--- src/rtl/pc_unit.sv ---
// Program counter for the fetch stage: start-up state, stall hold,
// prioritised redirects, exception PC and a circular return-address stack.
module pc_unit #(
   parameter int               WIDTH        = 32,
   parameter logic [WIDTH-1:0] RESET_VECTOR = '0,
   parameter logic [31:0]      EXC_VECTOR   = 32'h0000_0180,
   parameter int               INC          = 4,
   parameter int               RAS_DEPTH    = 4
) (
   input  logic             clk,
   input  logic             reset,
   input  logic             stall,
   input  logic             redirect_valid,
   input  logic [WIDTH-1:0] redirect_target,
   input  logic             exc_valid,
   input  logic             eret,
   input  logic             ras_push,
   input  logic             ras_pop,
   output logic [WIDTH-1:0] pc_out,
   output logic [WIDTH-1:0] pc_seq,
   output logic             fetch_valid,
   output logic [WIDTH-1:0] epc,
   output logic             ras_empty,
   output logic             ras_full,
   output logic             ras_underflow
);

   localparam int               PTR_W      = $clog2(RAS_DEPTH);
   localparam int               CNT_W      = PTR_W + 1;
   localparam logic [WIDTH-1:0] EXC_PC     = WIDTH'(EXC_VECTOR);
   localparam logic [WIDTH-1:0] INC_W      = WIDTH'(INC);
   localparam logic [WIDTH-1:0] ALIGN_MASK = ~WIDTH'(3);
   localparam logic [CNT_W-1:0] CNT_MAX    = CNT_W'(RAS_DEPTH);

   typedef enum logic {START, RUN} state_t;

   state_t           state_reg, state_next;
   logic [WIDTH-1:0] pc_reg, pc_next;
   logic [WIDTH-1:0] epc_reg, epc_next;
   logic [PTR_W-1:0] top_reg, top_next;
   logic [CNT_W-1:0] count_reg, count_next;
   logic             uflow_reg, uflow_next;

   logic [WIDTH-1:0] ras_mem [RAS_DEPTH];
   logic             ras_we;
   logic [PTR_W-1:0] ras_waddr;

   logic             run;
   logic             seq_path;
   logic             pop_hit;
   logic             pop_miss;
   logic             do_push;

   // FSM state register: START after reset, RUN from the first clean edge
   always_ff @(posedge clk or negedge reset) begin
      if (!reset) state_reg <= START;
      else        state_reg <= state_next;
   end

   // FSM next state: START lasts exactly one edge, RUN holds until reset
   always_comb begin
      state_next = state_reg;
      if (state_reg == START) state_next = RUN;
   end

   // FSM outputs: fetch address is valid only once running
   always_comb begin
      fetch_valid = 1'b0;
      if (state_reg == RUN) fetch_valid = 1'b1;
   end

   assign run    = (state_reg == RUN);
   assign pc_seq = pc_reg + INC_W;

   // Decode which lowest-priority path (sequential / RAS) is taken this cycle
   always_comb begin
      seq_path = run && !exc_valid && !eret && !redirect_valid && !stall;
      pop_hit  = seq_path && ras_pop && (count_reg != '0);
      pop_miss = seq_path && ras_pop && (count_reg == '0);
      do_push  = seq_path && ras_push;
   end

   // Next PC, EPC and underflow pulse in priority order
   always_comb begin
      pc_next    = pc_reg;
      epc_next   = epc_reg;
      uflow_next = pop_miss;
      if (run) begin
         if (exc_valid) begin
            pc_next  = EXC_PC;
            epc_next = pc_reg;
         end else if (eret) begin
            pc_next = epc_reg & ALIGN_MASK;
         end else if (redirect_valid) begin
            pc_next = redirect_target & ALIGN_MASK;
         end else if (stall) begin
            pc_next = pc_reg;
         end else if (pop_hit) begin
            pc_next = ras_mem[top_reg] & ALIGN_MASK;
         end else begin
            pc_next = pc_seq;
         end
      end
   end

   // RAS pointer/count update; a combined push+pop replaces the top in place
   always_comb begin
      top_next   = top_reg;
      count_next = count_reg;
      ras_we     = 1'b0;
      ras_waddr  = top_reg;
      if (do_push && pop_hit) begin
         ras_we    = 1'b1;
         ras_waddr = top_reg;
      end else if (do_push) begin
         ras_we    = 1'b1;
         ras_waddr = top_reg + PTR_W'(1);
         top_next  = top_reg + PTR_W'(1);
         if (count_reg != CNT_MAX) count_next = count_reg + CNT_W'(1);
      end else if (pop_hit) begin
         top_next   = top_reg - PTR_W'(1);
         count_next = count_reg - CNT_W'(1);
      end
   end

   // Architectural registers; reset also empties the RAS by clearing count
   always_ff @(posedge clk or negedge reset) begin
      if (!reset) begin
         pc_reg    <= RESET_VECTOR;
         epc_reg   <= '0;
         top_reg   <= '1;
         count_reg <= '0;
         uflow_reg <= 1'b0;
      end else begin
         pc_reg    <= pc_next;
         epc_reg   <= epc_next;
         top_reg   <= top_next;
         count_reg <= count_next;
         uflow_reg <= uflow_next;
      end
   end

   // RAS storage; writes only happen in RUN so reset needs no gating here
   always_ff @(posedge clk) begin
      if (ras_we) ras_mem[ras_waddr] <= pc_seq;
   end

   assign pc_out        = pc_reg;
   assign epc           = epc_reg;
   assign ras_empty     = (count_reg == '0);
   assign ras_full      = (count_reg == CNT_MAX);
   assign ras_underflow = uflow_reg;

endmodule
--- config.mk ---
export PLATFORM = sky130hd
export DESIGN_NAME = pc_unit
export DESIGN_NICKNAME = d
export VERILOG_FILES = /design/src/rtl/pc_unit.sv
export SDC_FILE = /design/constraint.sdc
export NUM_CORES = 1
export LEC_CHECK = 0
export ABC_AREA = 1
export CAP_MARGIN = 15
export CORE_MARGIN = 2
export CORE_UTILIZATION = 59
export CTS_CLUSTER_SIZE = 28
export DETAILED_ROUTE_END_ITERATION = 8
export PLACE_DENSITY = 0.87
export SLEW_MARGIN = 10
export SYNTH_ARGS = -nofsm -noshare
export SYNTH_HDL_FRONTEND = slang
export SYNTH_SLANG_ARGS = --single-unit
--- constraint.sdc ---
create_clock -name clk -period 7.25 [get_ports clk]
set_input_delay 1.0875 -clock clk [delete_from_list [all_inputs] [get_ports clk]]
set_output_delay 1.0875 -clock clk [all_outputs]
set_load 0.05 [all_outputs]
==> impl_metrics.py <==
metrics = {
    "cells_and_area": {
        "fin_nets": 1220,
        "largest_reg_flops": 120,
        "multiInputGateArea_um2": 3490,
        "diodes": 0,
        "syn2layout_area_growth_pct": 22.0,
        "sequential_cell_area_um2": 5280,
        "n_fill_cell": 1074,
        "layout-drive-gt1-share_pct": 8.09,
    },
    "yosys": {
        "syn_inst": 1061,
        "synth_ff_type": "edfxtp_1",
        "synth_edf_count": 120,
        "synthSimpleGateAreaFrac_pct": 26.7,
        "netlist-cell-type-count": 41,
        "synth_compound_gate_area_share_pct": 7.90,
        "yosys-top-cells-area": "edfxtp_1 39%, dfrtp_1 18%, nand2_1 14%",
        "synth.area.mux_share_pct": 0.243,
        "syn_avg_cell_area_um2": 8.75,
        "yosysSeqAreaShare_pct": 56.9,
        "synth_top_area_cell": "edfxtp_1",
        "synth_top_area_share_pct": 38.8,
        "synth_fa_ha_area_share_pct": 0.890,
        "synthXorXnorAreaFrac_pct": 1.42,
        "yosys_warnings": 0,
        "yosysMostFrequentCell": "nand2_1",
        "synthTopCellsByCount": "335 x nand2_1, 138 x nor2_1, 120 x edfxtp_1",
        "async_flop_share_pct": 35.8,
        "synth_top_family_by_area": "simple AND/OR/NAND/NOR gates",
        "syn_area_um2": 9280,
        "ys_seq_elements": 187,
    },
    "critical_path": {
        "cp-start-kind": "input pin",
        "critPathKind": "in -> reg",
        "path_common_cell": "buf_4",
        "slowest_stage": "clkinv_2",
        "path_buf_inv": 5,
        "cp_max_fo": 33,
        "critPathTopFamily": "buffers and inverters",
        "end_kind": "flip-flop",
        "rrSetupSlack_ns": 3.89,
        "crit_arrival_ns": 4.51,
        "critPathMaxStageDelay_ns": 0.46,
        "crit_chain": "clkdlybuf4s50_1 > buf_4 > inv_2 > nand2_4 > nor2_4 > nand3_4 > clkinv_2 > ha_1 > nand2_1 > o21ai_0 > or2_2 > nor2_2 > buf_4",
        "worstPathRequired_ns": 7.33,
    },
    "min_path": {
        "hp-class": "reg -> reg",
    },
    "sta": {
        "fmax_mhz": 226,
        "rsz0062_at_grt": "false",
        "setup_viol": 0,
        "tightest_slew_ns": 0.861,
        "maxSlewHeadroom_pct": 42.6,
        "finalWorstSetupSlack_ns": 2.82,
        "drv_slew": 0,
        "fin_skew_ns": 0.0128,
        "finalSetupTns_ns": 0,
        "final_hold_viol_count": 0,
        "finalCritPeriodShare_pct": 61.1,
        "period_minus_slack_ns": 4.43,
    },
    "placement": {
        "place.port_buffers": 131,
        "dp_slack_ns": 2.44,
        "gp_congestion": 0.973,
        "dp_hpwl_um": 17100,
    },
    "grt": {
        "antenna_found_initial": 0,
        "grt_use_total_pct": 31.1,
        "grt_max_degree": 68,
        "grt_pass1_wl_um": 38900,
        "overflow": 0,
        "grt_pass1_vias": 7209,
    },
    "power": {
        "cellPowerDensity_nw_per_um2": 290,
        "ir_drop_mv": 0.186,
        "leakage_nw": 4.73,
    },
    "clocking": {
        "cts_resized": 0,
        "cts_buffers": 17,
        "clk_latency_ns": 0.44,
        "cts_tree": "built",
        "clk_pin_slew_ns": 0.07,
        "ctsHoldBuffers": 0,
        "htreeDepth": 4,
        "cts_buffer_depth": 2,
        "clock_sinks": 187,
        "post_cts_buffers": 0,
        "cts-root-buf": "clkbuf_16",
    },
    "routing": {
        "routed_wl_um": 25500,
        "num_vias": 7915,
        "ant_nets": 0,
        "drtIter0Drc": 1014,
        "wl_per_cell_um": 18.2,
        "viasPerCell": 5.66,
        "drc": 0,
        "first_pass_iters": 5,
    },
    "die": {
        "core_area_um2": 15300,
        "initial_utilization_pct": 60.6,
        "die_w_um": 129,
        "io_pins": 140,
        "placementRows": 45,
        "die_y_um": 129,
        "dieArea_um2": 16800,
    },
    "outcome": {
        "status": "completed",
    },
    "flow_run": {
        "cap_violations": 0,
    },
}
## cell families (layout without fill, tap and decap cells)
| family | Yosys count | count (layout) |
|---|---|---|
| other cells | 2 | 7 |
| simple gates | 588 | 588 |
| fa+ha+maj | 6 | 6 |
| mux | 2 | 2 |
| flops | 187 | 187 |
| compound gates | 139 | 139 |
| buf+inv | 122 | 243 |
| xor+xnor | 15 | 15 |
## layout make-up
| class | instances | area share (%) |
|---|---|---|
| Sequential cell | 187 | 46.7 |
| Multi-Input combinational cell | 757 | 30.8 |
| Timing Repair Buffer | 142 | 12.3 |
| Clock buffer | 17 | 3.76 |
| Tap cell | 211 | 2.33 |
| Inverter | 69 | 2.30 |
| Clock inverter | 15 | 1.88 |
## cell usage in the layout, fill, tap and decap left out, types with 3 or more instances in the layout
cell	netlist	layout
o22ai_1	3	3
o21ai_1	12	12
nor2_4	9	9
inv_2	4	4
conb_1	2	7
and2_1	10	10
bufinv_16	0	4
buf_4	9	11
nor2_2	3	7
a21oi_1	44	44
or2_2	18	18
clkdlybuf4s50_1	0	130
clkbuf_16	0	17
ha_1	5	5
nand3_1	66	66
clkinv_2	1	5
nand2_2	3	3
inv_1	62	62
inv_6	0	3
nand2_4	3	3
o21ai_0	71	71
edfxtp_1	120	120
nor2_1	138	134
dfrtp_1	65	65
nand2_1	335	335
xor2_1	13	13
## path summary, 6_finish.rpt
path                                     start  cells past startpoint              to
worst min register to register    count_reg[2]                      1    count_reg[2]
worst max-delay path            redirect_valid                     13  ras_mem[1][24]
max in group asynchronous                reset                      2         epc[22]
worst min-delay path              count_reg[2]                      1    count_reg[2]
min in group asynchronous                reset                      2          epc[3]
worst max register to register    count_reg[0]                     10  ras_mem[1][24]
## power by group
part	internal [mW]	switching, mW	total (mW)
clock	0.586	0.424	1.01
combinational	0.285	0.688	0.972
sequential	1.21	0.0848	1.30
## metrics by stage
step | hold WS [ns] | total power, mW | util (%) | instances | instance area (µm²)
3_3_place_gp | 0.463 | 2.24 | 69.8 | 1366 | 10700
5_1_grt | 0.496 | 3.41 | 73.9 | 1398 | 11300
6_report | 0.475 | 3.28 | 73.9 | 1398 | 11300
4_1_cts | 0.477 | 3.27 | 73.9 | 1398 | 11300
3_5_place_dp | 0.461 | 2.27 | 69.8 | 1366 | 10700
2_1_floorplan | 0.442 | 1.95 | - | 1066 | 9300
## metal layers
metal  vias to the layer above  wire [µm]  GRT usage [%]
met5                         -          0              0
met4                         0        665           11.3
met3                        47       2760           5.45
met2                       488      11900           47.5
met1                      3714      10200           45.5
li1                       3666          -              -
Note: power is estimated with default switching activity, not from simulation.
